File: config.mk
export PLATFORM = sky130hd
export DESIGN_NAME = spi_pwm_config
export DESIGN_NICKNAME = d
export VERILOG_FILES = /design/src/rtl/spi_pwm_config.sv
export SDC_FILE = /design/constraint.sdc
export NUM_CORES = 1
export LEC_CHECK = 0
export ABC_CLOCK_PERIOD_IN_PS = 2500
export BUFFER_PORTS_ARGS = -buffer_cell sky130_fd_sc_hd__buf_2
export CELL_PAD_IN_SITES_DETAIL_PLACEMENT = 1
export CELL_PAD_IN_SITES_GLOBAL_PLACEMENT = 2
export CORE_ASPECT_RATIO = 0.5
export CORE_MARGIN = 5
export CORE_UTILIZATION = 35
export CTS_BUF_LIST = sky130_fd_sc_hd__clkbuf_4
export CTS_CLUSTER_SIZE = 16
export DETAILED_ROUTE_END_ITERATION = 8
export GPL_TIMING_DRIVEN = 1
export HOLD_SLACK_MARGIN = 0.12
export PLACE_DENSITY_LB_ADDON = 0.1
export SETUP_SLACK_MARGIN = 0.05
export SYNTH_ARGS = -nofsm -noshare
export SYNTH_HDL_FRONTEND = slang
export SYNTH_SLANG_ARGS = --single-unit
File: constraint.sdc
create_clock -name clk -period 2.5 [get_ports clk]
set_input_delay 0.375 -clock clk [delete_from_list [all_inputs] [get_ports clk]]
set_output_delay 0.375 -clock clk [all_outputs]
set_load 0.01 [all_outputs]
File: src/rtl/spi_pwm_config.sv
// SPI mode-0 target that loads the five PWM control registers from 16-bit frames.
// Optional read-back on cipo_out is enabled by defining SPI_READBACK_EN.
module spi_pwm_config #(
  parameter int SYNC_STAGES = 2,
  parameter int NUM_REGS    = 5
) (
  input  logic       clk,
  input  logic       rst,
  input  logic       sclk_in,
  input  logic       copi_in,
  input  logic       ncs_in,
  output logic [7:0] en_reg_out_7_0,
  output logic [7:0] en_reg_out_15_8,
  output logic [7:0] en_reg_pwm_7_0,
  output logic [7:0] en_reg_pwm_15_8,
  output logic [7:0] pwm_duty_cycle,
  output logic       cfg_update,
  output logic       frame_err
`ifdef SPI_READBACK_EN
  ,
  output logic       cipo_out
`endif
);

  localparam int REG_COUNT    = 5;
  localparam int ADDR_LIM_I   = (NUM_REGS < REG_COUNT) ? NUM_REGS : REG_COUNT;
  localparam logic [6:0] ADDR_LIMIT = 7'(ADDR_LIM_I);
  localparam int FLUSH_CYCLES = SYNC_STAGES + 2;
  localparam int FLUSH_W      = $clog2(FLUSH_CYCLES + 1);
  localparam logic [FLUSH_W-1:0] FLUSH_DONE = FLUSH_W'(FLUSH_CYCLES);

  typedef enum logic [1:0] {
    ST_IDLE   = 2'd0,
    ST_SHIFT  = 2'd1,
    ST_COMMIT = 2'd2
  } state_t;

  logic [SYNC_STAGES-1:0] sclk_sync_q, sclk_sync_d;
  logic [SYNC_STAGES-1:0] copi_sync_q, copi_sync_d;
  logic [SYNC_STAGES-1:0] ncs_sync_q, ncs_sync_d;
  logic sclk_s, copi_s, ncs_s;
  logic sclk_prev_q, sclk_prev_d;
  logic copi_prev_q, copi_prev_d;
  logic ncs_prev_q, ncs_prev_d;
  logic sclk_rise_q, sclk_rise_d;
  logic ncs_rise_q, ncs_rise_d;
  logic ncs_fall_q, ncs_fall_d;
  logic [FLUSH_W-1:0] flush_q, flush_d;
  logic armed_q, armed_d;

  state_t      state_q, state_d;
  logic [4:0]  bit_cnt_q, bit_cnt_d;
  logic [15:0] shift_q, shift_d;
  logic [7:0]  regs_q [REG_COUNT];
  logic [7:0]  regs_d [REG_COUNT];
  logic        cfg_update_q, cfg_update_d;
  logic        frame_err_q, frame_err_d;

  assign sclk_s = sclk_sync_q[SYNC_STAGES-1];
  assign copi_s = copi_sync_q[SYNC_STAGES-1];
  assign ncs_s  = ncs_sync_q[SYNC_STAGES-1];

  // Pin synchronizers, delayed copies and registered edge pulses.
  // The delayed copi/ncs levels line up with the registered pulses.
  // Arming waits for the pipeline to refill after reset and then for ncs high,
  // so a frame already in progress at reset release is never accepted.
  always_comb begin
    sclk_sync_d = {sclk_sync_q[SYNC_STAGES-2:0], sclk_in};
    copi_sync_d = {copi_sync_q[SYNC_STAGES-2:0], copi_in};
    ncs_sync_d  = {ncs_sync_q[SYNC_STAGES-2:0], ncs_in};
    sclk_prev_d = sclk_s;
    copi_prev_d = copi_s;
    ncs_prev_d  = ncs_s;
    sclk_rise_d = sclk_s & ~sclk_prev_q;
    ncs_rise_d  = ncs_s & ~ncs_prev_q;
    ncs_fall_d  = ~ncs_s & ncs_prev_q;
    if (flush_q != FLUSH_DONE) begin
      flush_d = flush_q + FLUSH_W'(1);
      armed_d = 1'b0;
    end else begin
      flush_d = flush_q;
      armed_d = armed_q | ncs_s;
    end
  end

  // Frame FSM: shift bits in, validate length, commit the write atomically.
  always_comb begin
    state_d      = state_q;
    bit_cnt_d    = bit_cnt_q;
    shift_d      = shift_q;
    regs_d       = regs_q;
    cfg_update_d = 1'b0;
    frame_err_d  = 1'b0;
    case (state_q)
      ST_IDLE: begin
        if (ncs_fall_q && armed_q) begin
          state_d   = ST_SHIFT;
          bit_cnt_d = 5'd0;
          shift_d   = 16'h0000;
        end else begin
          state_d = ST_IDLE;
        end
      end
      ST_SHIFT: begin
        if (ncs_rise_q) begin
          if (bit_cnt_q == 5'd16) begin
            state_d = ST_COMMIT;
          end else begin
            frame_err_d = 1'b1;
            state_d     = ST_IDLE;
          end
        end else if (sclk_rise_q && !ncs_prev_q) begin
          shift_d   = {shift_q[14:0], copi_prev_q};
          bit_cnt_d = (bit_cnt_q == 5'd17) ? 5'd17 : bit_cnt_q + 5'd1;
        end else begin
          state_d = ST_SHIFT;
        end
      end
      ST_COMMIT: begin
        if (shift_q[15] && (shift_q[14:8] < ADDR_LIMIT)) begin
          for (int i = 0; i < REG_COUNT; i++) begin
            if (shift_q[14:8] == 7'(i)) begin
              regs_d[i] = shift_q[7:0];
            end else begin
              regs_d[i] = regs_q[i];
            end
          end
          cfg_update_d = 1'b1;
        end else begin
          cfg_update_d = 1'b0;
        end
        // A new frame may already be starting; take its falling edge here.
        if (ncs_fall_q) begin
          state_d   = ST_SHIFT;
          bit_cnt_d = 5'd0;
          shift_d   = 16'h0000;
        end else begin
          state_d = ST_IDLE;
        end
      end
      default: begin
        state_d = ST_IDLE;
      end
    endcase
  end

`ifdef SPI_READBACK_EN
  logic sclk_fall_q, sclk_fall_d;
  logic [7:0] tx_q, tx_d;
  logic [7:0] rd_sel_s;
  logic cipo_q, cipo_d;

  // Read-back: load the addressed register after the header byte, then shift on sclk falls.
  always_comb begin
    sclk_fall_d = ~sclk_s & sclk_prev_q;
    rd_sel_s    = 8'h00;
    for (int i = 0; i < REG_COUNT; i++) begin
      if ((shift_d[6:0] < ADDR_LIMIT) && (shift_d[6:0] == 7'(i))) begin
        rd_sel_s = regs_q[i];
      end else begin
        rd_sel_s = rd_sel_s;
      end
    end
    if (state_d != ST_SHIFT) begin
      tx_d = 8'h00;
    end else if ((state_q == ST_SHIFT) && (bit_cnt_q == 5'd7) && (bit_cnt_d == 5'd8) && !shift_d[7]) begin
      tx_d = rd_sel_s;
    end else if ((state_q == ST_SHIFT) && sclk_fall_q && (bit_cnt_q >= 5'd9) && (bit_cnt_q <= 5'd15)) begin
      tx_d = {tx_q[6:0], 1'b0};
    end else begin
      tx_d = tx_q;
    end
    cipo_d = (state_d == ST_SHIFT) ? tx_d[7] : 1'b0;
  end

  // Read-back registers.
  always_ff @(posedge clk) begin
    if (rst) begin
      sclk_fall_q <= 1'b0;
      tx_q        <= 8'h00;
      cipo_q      <= 1'b0;
    end else begin
      sclk_fall_q <= sclk_fall_d;
      tx_q        <= tx_d;
      cipo_q      <= cipo_d;
    end
  end

  assign cipo_out = cipo_q;
`endif

  // State registers; synchronizers reset to the idle pin levels.
  always_ff @(posedge clk) begin
    if (rst) begin
      sclk_sync_q  <= {SYNC_STAGES{1'b0}};
      copi_sync_q  <= {SYNC_STAGES{1'b0}};
      ncs_sync_q   <= {SYNC_STAGES{1'b1}};
      sclk_prev_q  <= 1'b0;
      copi_prev_q  <= 1'b0;
      ncs_prev_q   <= 1'b1;
      sclk_rise_q  <= 1'b0;
      ncs_rise_q   <= 1'b0;
      ncs_fall_q   <= 1'b0;
      flush_q      <= {FLUSH_W{1'b0}};
      armed_q      <= 1'b0;
      state_q      <= ST_IDLE;
      bit_cnt_q    <= 5'd0;
      shift_q      <= 16'h0000;
      for (int i = 0; i < REG_COUNT; i++) begin
        regs_q[i] <= 8'h00;
      end
      cfg_update_q <= 1'b0;
      frame_err_q  <= 1'b0;
    end else begin
      sclk_sync_q  <= sclk_sync_d;
      copi_sync_q  <= copi_sync_d;
      ncs_sync_q   <= ncs_sync_d;
      sclk_prev_q  <= sclk_prev_d;
      copi_prev_q  <= copi_prev_d;
      ncs_prev_q   <= ncs_prev_d;
      sclk_rise_q  <= sclk_rise_d;
      ncs_rise_q   <= ncs_rise_d;
      ncs_fall_q   <= ncs_fall_d;
      flush_q      <= flush_d;
      armed_q      <= armed_d;
      state_q      <= state_d;
      bit_cnt_q    <= bit_cnt_d;
      shift_q      <= shift_d;
      regs_q       <= regs_d;
      cfg_update_q <= cfg_update_d;
      frame_err_q  <= frame_err_d;
    end
  end

  assign en_reg_out_7_0  = regs_q[0];
  assign en_reg_out_15_8 = regs_q[1];
  assign en_reg_pwm_7_0  = regs_q[2];
  assign en_reg_pwm_15_8 = regs_q[3];
  assign pwm_duty_cycle  = regs_q[4];
  assign cfg_update      = cfg_update_q;
  assign frame_err       = frame_err_q;

endmodule

==> metrics, run 1 <==
area grow syn2layout 16.7%; Detail Placement HPWL between 4000 and 5000 um; startpoint types flip-flop; syn avg cell area around 10 um2; CP Data Required Time 2800 ps; DP Worst Slack 439 ps; Seq cells post-synth 81; Ports 47; die height approximately 76 um; 1st-pass router iterations 4; Reg-to-Reg Start shift_q[11]; CTS tree done; measured slew at the worst slew-check pin roughly 650 ps; critical path launch point shift_q[11]; ys flop type dfxtp_1; largest net degree at the start of global routing 46; DRT iter0 DRCs between 80 and 90; max_slew headroom 0.568; # setup viols final 0; top post-synthesis cells by count dfxtp_1, nor2_1, mux2i_1, a22oi_1, nor2_2; syn_nets between 300 and 400; part of the cycle the worst path needs 0.820; Pwr Total between 2 and 2.5 mW; leading area contributor after synthesis dfxtp_1; nets@finish around 350; fmax a little under 500 MHz; CTS sink count 81; row cnt 23; Synth cell types 35; post-CTS setup buffers 0; Leak Pwr approximately 1.5 nW; Setup Skew 16.8 ps; number of global-route vias before repair 2273; initial antenna violation count 0; Die W roughly 140 um; Clock Pin Slew Worst Setup and Hold Paths between 100 and 150 ps; Tmin final 2050 ps; max-slew violation count 0; Synth area leaders dfxtp_1, mux2i_1, nor2_1; Final Hold Vio Count 0; first-pass GRT wire length between 10000 and 15000 um; Final Util 0.430; Post-synth EDFFs 0; Total Routing Usage GR 0.137; Core ar. 0.00820 mm2; Antenna diodes 0; worst vdd ir around 0.3 mV; RSZ-0062 raised after global routing no; status completed; layout cells sized above 1 0.269; post-route cell area roughly 0.0035 mm2; post-route setup TNS 0 ps; clk_lat worst skew 430 ps; min-delay src sclk_in; cell with the most instances after synthesis dfxtp_1; IO buf count 46; vias post-DR about 2200; H-tree levels 3; Hold Path Class in -> reg; CTS Buf Count 9; Yosys warning total 0; mapped cell area just over 0.003 mm2; Syn Inst Count around 290; RD Place Congestion between 0.7 and 0.8; Via density 4.81; P per Cell Area approximately 600 mW/mm2; full die area 0.0107 mm2; worst-path maximum fanout 8; initial core utilization 0.369; Post-DP Area roughly 0.0034 mm2; post-synth top area share 0.536; asr flop ratio synth 0; Worst Setup Path Type reg -> reg; WP data arrival between 2000 and 2500 ps; Max clock buf depth 2; antenna-violating nets left 0; CP Capture Type flip-flop; post-synthesis sequential area ratio 0.536; Wirelength per Cell 15.1 um; Max-Cap Viols 0; Root Driver clkbuf_4; drt total wl ~6900 um; worst setup margin 451 ps; total gr overflow 0; DRC violations left 0
cells by family (layout without fill, tap and decap cells):
kind of cell,Yosys count,count (layout),synth area share
simple gates,111,111,0.200
flops,81,81,0.536
mux,40,40,0.132
compound gates,31,31,0.0733
buf+inv,24,77,0.0344
fa+ha+maj,5,5,0.0207
xor+xnor,1,1,0.00290
metal layers:
metal / wire length, um / vias up / GRT usage
li1: - / 1094 / -
met1: 3250 / 1068 / 0.167
met2: 3260 / 34 / 0.239
met3: 357 / 7 / 0.0476
met4: 48 / 0 / 0.0319
met5: 0 / - / 0
placed cells by master, fill, tap and decap left out, drive strengths merged, types with 2 or more instances in the layout:
cell type / count
a22oi: 17
nand2b: 4
clkinv: 3
clkbuf: 9
o32a: 2
nor3: 2
inv: 8
or4: 2
o21ai: 2
nand3: 4
nor4: 3
nor2: 68
nor2b: 8
nand2: 7
nor3b: 2
dfxtp: 81
buf: 53
ha: 5
or2: 4
mux2i: 40
a21oi: 5
clkinvlp: 2
or3b: 2
area by class of cell:
| cell class | instances | area (um2) |
|---|---|---|
| clock inverter | 7 | 70.1 |
| inverter | 7 | 26.3 |
| clock buffer | 9 | 67.6 |
| tap | 112 | 140 |
| sequential | 81 | 1620 |
| fill | 937 | 4670 |
| multi-input combinational | 188 | 1300 |
| timing repair buffer | 54 | 305 |
per-stage QoR:
stage	hold WS [ps]	instances
detailed placement	400	441
global placement	373	441
global route	139	458
finish	162	458
CTS	128	458
floorplan	367	293
sequential cells by signal, summed over array words and instances, names as in the netlist:
name and count:
ncs_rise_q 1, armed_q 1, pwm_duty_cycle 8, ncs_prev_q 1
en_reg_out_7_0 8, bit_cnt_q 5, sclk_sync_q 2, sclk_prev_q 1
flush_q 3, frame_err 1, en_reg_pwm_15_8 8, shift_q 16
en_reg_pwm_7_0 8, ncs_sync_q 2, sclk_rise_q 1, state_q 2
ncs_fall_q 1, en_reg_out_15_8 8, copi_prev_q 1, cfg_update 1
copi_sync_q 2
worst max-delay path, stage by stage (launching register included):
cell and delay (ps):
dfxtp_1 340, or3_1 530, or4_1 780, mux2i_1 240
nor2_1 50
repair_timing:
item / 4_1_cts / 5_1_grt
hold buffers: 1 / 0
resized for setup: 0 / 0
hold endpoints to repair: 1 / 0
report_power, final:
part / internal, mW / leakage, nW / switching (mW)
Sequential: 1.30 / 0.655 / 0.00800
Combinational: 0.0213 / 0.749 / 0.0368
Clock: 0.303 / 0.0676 / 0.460
Total: 1.63 / 1.47 / 0.504
worst paths after layout:
| path | end | slack, ps | cells after the start |
|---|---|---|---|
| max reg2reg | en_reg_pwm_15_8[7] | 450 | 4 |
| min reg2reg | sclk_rise_q | 410 | 1 |
| min | sclk_sync_q[0] | 160 | 2 |
| max | en_reg_pwm_15_8[7] | 450 | 4 |
(Power assumes the default switching activity.)
==> inputs of run 2 (changes only) <==
--- a/config.mk
+++ b/config.mk
@@ -5,7 +5,7 @@
 export SDC_FILE = /design/constraint.sdc
 export NUM_CORES = 1
 export LEC_CHECK = 0
-export ABC_CLOCK_PERIOD_IN_PS = 2500
+export ABC_CLOCK_PERIOD_IN_PS = 1900
 export BUFFER_PORTS_ARGS = -buffer_cell sky130_fd_sc_hd__buf_2
 export CELL_PAD_IN_SITES_DETAIL_PLACEMENT = 1
 export CELL_PAD_IN_SITES_GLOBAL_PLACEMENT = 2
==> constraint.sdc (replaced) <==
create_clock -name clk -period 1.9 [get_ports clk]
set_input_delay 0.285 -clock clk [delete_from_list [all_inputs] [get_ports clk]]
set_output_delay 0.285 -clock clk [all_outputs]
set_load 0.01 [all_outputs]
==> metrics, run 2 (synthesis gave the netlist of run 1 again) <==
final hold slack 289 ps; number of global-route vias before repair 2382; Final Util 0.441; nets@finish approximately 360; Final Hold Vio Count 0; commonest non-fill, non-tap cells in the layout dfxtp_1, nor2_1, buf_2; Max-Cap Viols 0; Wirelength per Cell around 15 um; first-pass GRT wire length 11800 um; Comb pwr share 0.030; CP Capture Type flip-flop; Root Driver clkbuf_4; initial antenna violation count 0; DP Worst Slack slightly below 90 ps; part of the cycle the worst path needs 0.934; DRT iter0 DRCs 48; RD Place Congestion just over 0.8; DRC violations left 0; worst setup margin about 130 ps; sequential power share 0.646; Ports 47; worst-path maximum fanout 6; antenna-violating nets left 0; drt total wl between 7000 and 8000 um; RSZ-0062 raised after global routing yes; Multi-input gate area about 0.0013 mm2; H-tree levels 3; 1st-pass router iterations 4; Detail Placement HPWL roughly 5100 um; CP Data Required Time between 2000 and 2500 ps; Setup Skew around 19 ps; dpl cells 449; Hold Path Class in -> reg; Total Routing Usage GR 0.143; Max clock buf depth 2; P per Cell Area around 740 mW/mm2; Sequential Area ~0.0016 mm2; largest net degree at the start of global routing 46; initial core utilization 0.369; Leak Pwr between 1.5 and 2 nW; Worst Setup Path Type reg -> reg; post-route setup TNS 0 ps; switch share 0.248; Layout Cells excl Fill between 400 and 500; die height 75.7 um; Via density between 4 and 5; status completed; Clock Pin Slew Worst Setup and Hold Paths around 130 ps; most flop-heavy register shift_q; CTS sink count 81; internal power ~2.0 mW; area grow syn2layout 19.6%; Core ar. 0.00820 mm2; fmax between 500 and 600 MHz; measured slew at the worst slew-check pin ~480 ps; row cnt 23; leading cell type in the layout, fill and taps excluded dfxtp_1; total gr overflow 0; WP data arrival 2100 ps; full die area between 0.01 and 0.015 mm2; sw power ~0.66 mW; IO buf count 46; CTS Buf Count 9; startpoint types flip-flop; Tmin final 1770 ps; Die W 141 um; worst vdd ir ~0.44 mV; CTS tree done; layout cells sized above 1 0.289; vias post-DR 2271; max-slew violation count 0; max FFs per register 16; Antenna diodes 0; # setup viols final 0; clock network power share 0.324; clk_lat worst skew 430 ps; FILL cells ~940; max_slew headroom 0.682
## run 2: changes by cell type in the layout (fill, tap and decap cells not counted), moves of 2 or more
cell / change
buf_12: +2
buf_4: +6
clkinvlp_4: +2
dlygate4sd3_1: +2
## run 2: metrics by stage
step	area [um2]	total power, mW
5_1_grt	3620	2.82
6_report	3620	2.67
3_3_place_gp	3470	1.84
2_1_floorplan	3020	1.82
3_5_place_dp	3470	1.84
4_1_cts	3610	2.72
## run 2: repair_timing
| item | in CTS | in global routing |
|---|---|---|
| hold buffers | 3 | 0 |
| endpoints found under the setup margin | 0 | 9 |
| endpoints found under the hold margin | 3 | 0 |
| setup buffers | 0 | 0 |
| gates resized for setup | 0 | 2 |
## run 2: layout make-up
| class | count | share of cell area |
|---|---|---|
| clock inverters | 7 | 0.0128 |
| well taps | 112 | 0.0388 |
| clock buffers | 9 | 0.0187 |
| repair buffers | 64 | 0.113 |
| flip-flops and latches | 81 | 0.449 |
| multi-input cells | 188 | 0.360 |
| inverters | 7 | 0.00727 |
## run 2: path summary, 6_finish.rpt
check,startpoint,to,slack (ps),cells after the start
hold reg to reg,sclk_prev_q,sclk_rise_q,400,1
hold / removal,rst,flush_q[0],290,2
setup / recovery,shift_q[9],pwm_duty_cycle[3],130,5
setup reg to reg,shift_q[9],pwm_duty_cycle[3],130,5
## run 2: power by group through the flow
stage               logic (mW)  clock network [mW]  registers (mW)
finish                  0.0803               0.867            1.73
global route            0.0940               0.991            1.73
CTS                     0.0822               0.912            1.73
detailed placement      0.0775                   0            1.77
global placement        0.0729                   0            1.76
floorplan               0.0567                   0            1.76
## run 2: critical path, cell delays in order (launching register included)
cell	delay (ps)
dfxtp_2	370
or2_2	320
or4_1	560
buf_4	200
mux2i_1	180
nor2_1	50
## run 2: layer usage
layer,wire [um],GRT usage,vias up
met4,65,0.0415,0
met5,0,0,-
met3,347,0.0527,8
met1,3260,0.171,1112
li1,-,-,1114
met2,3330,0.248,37
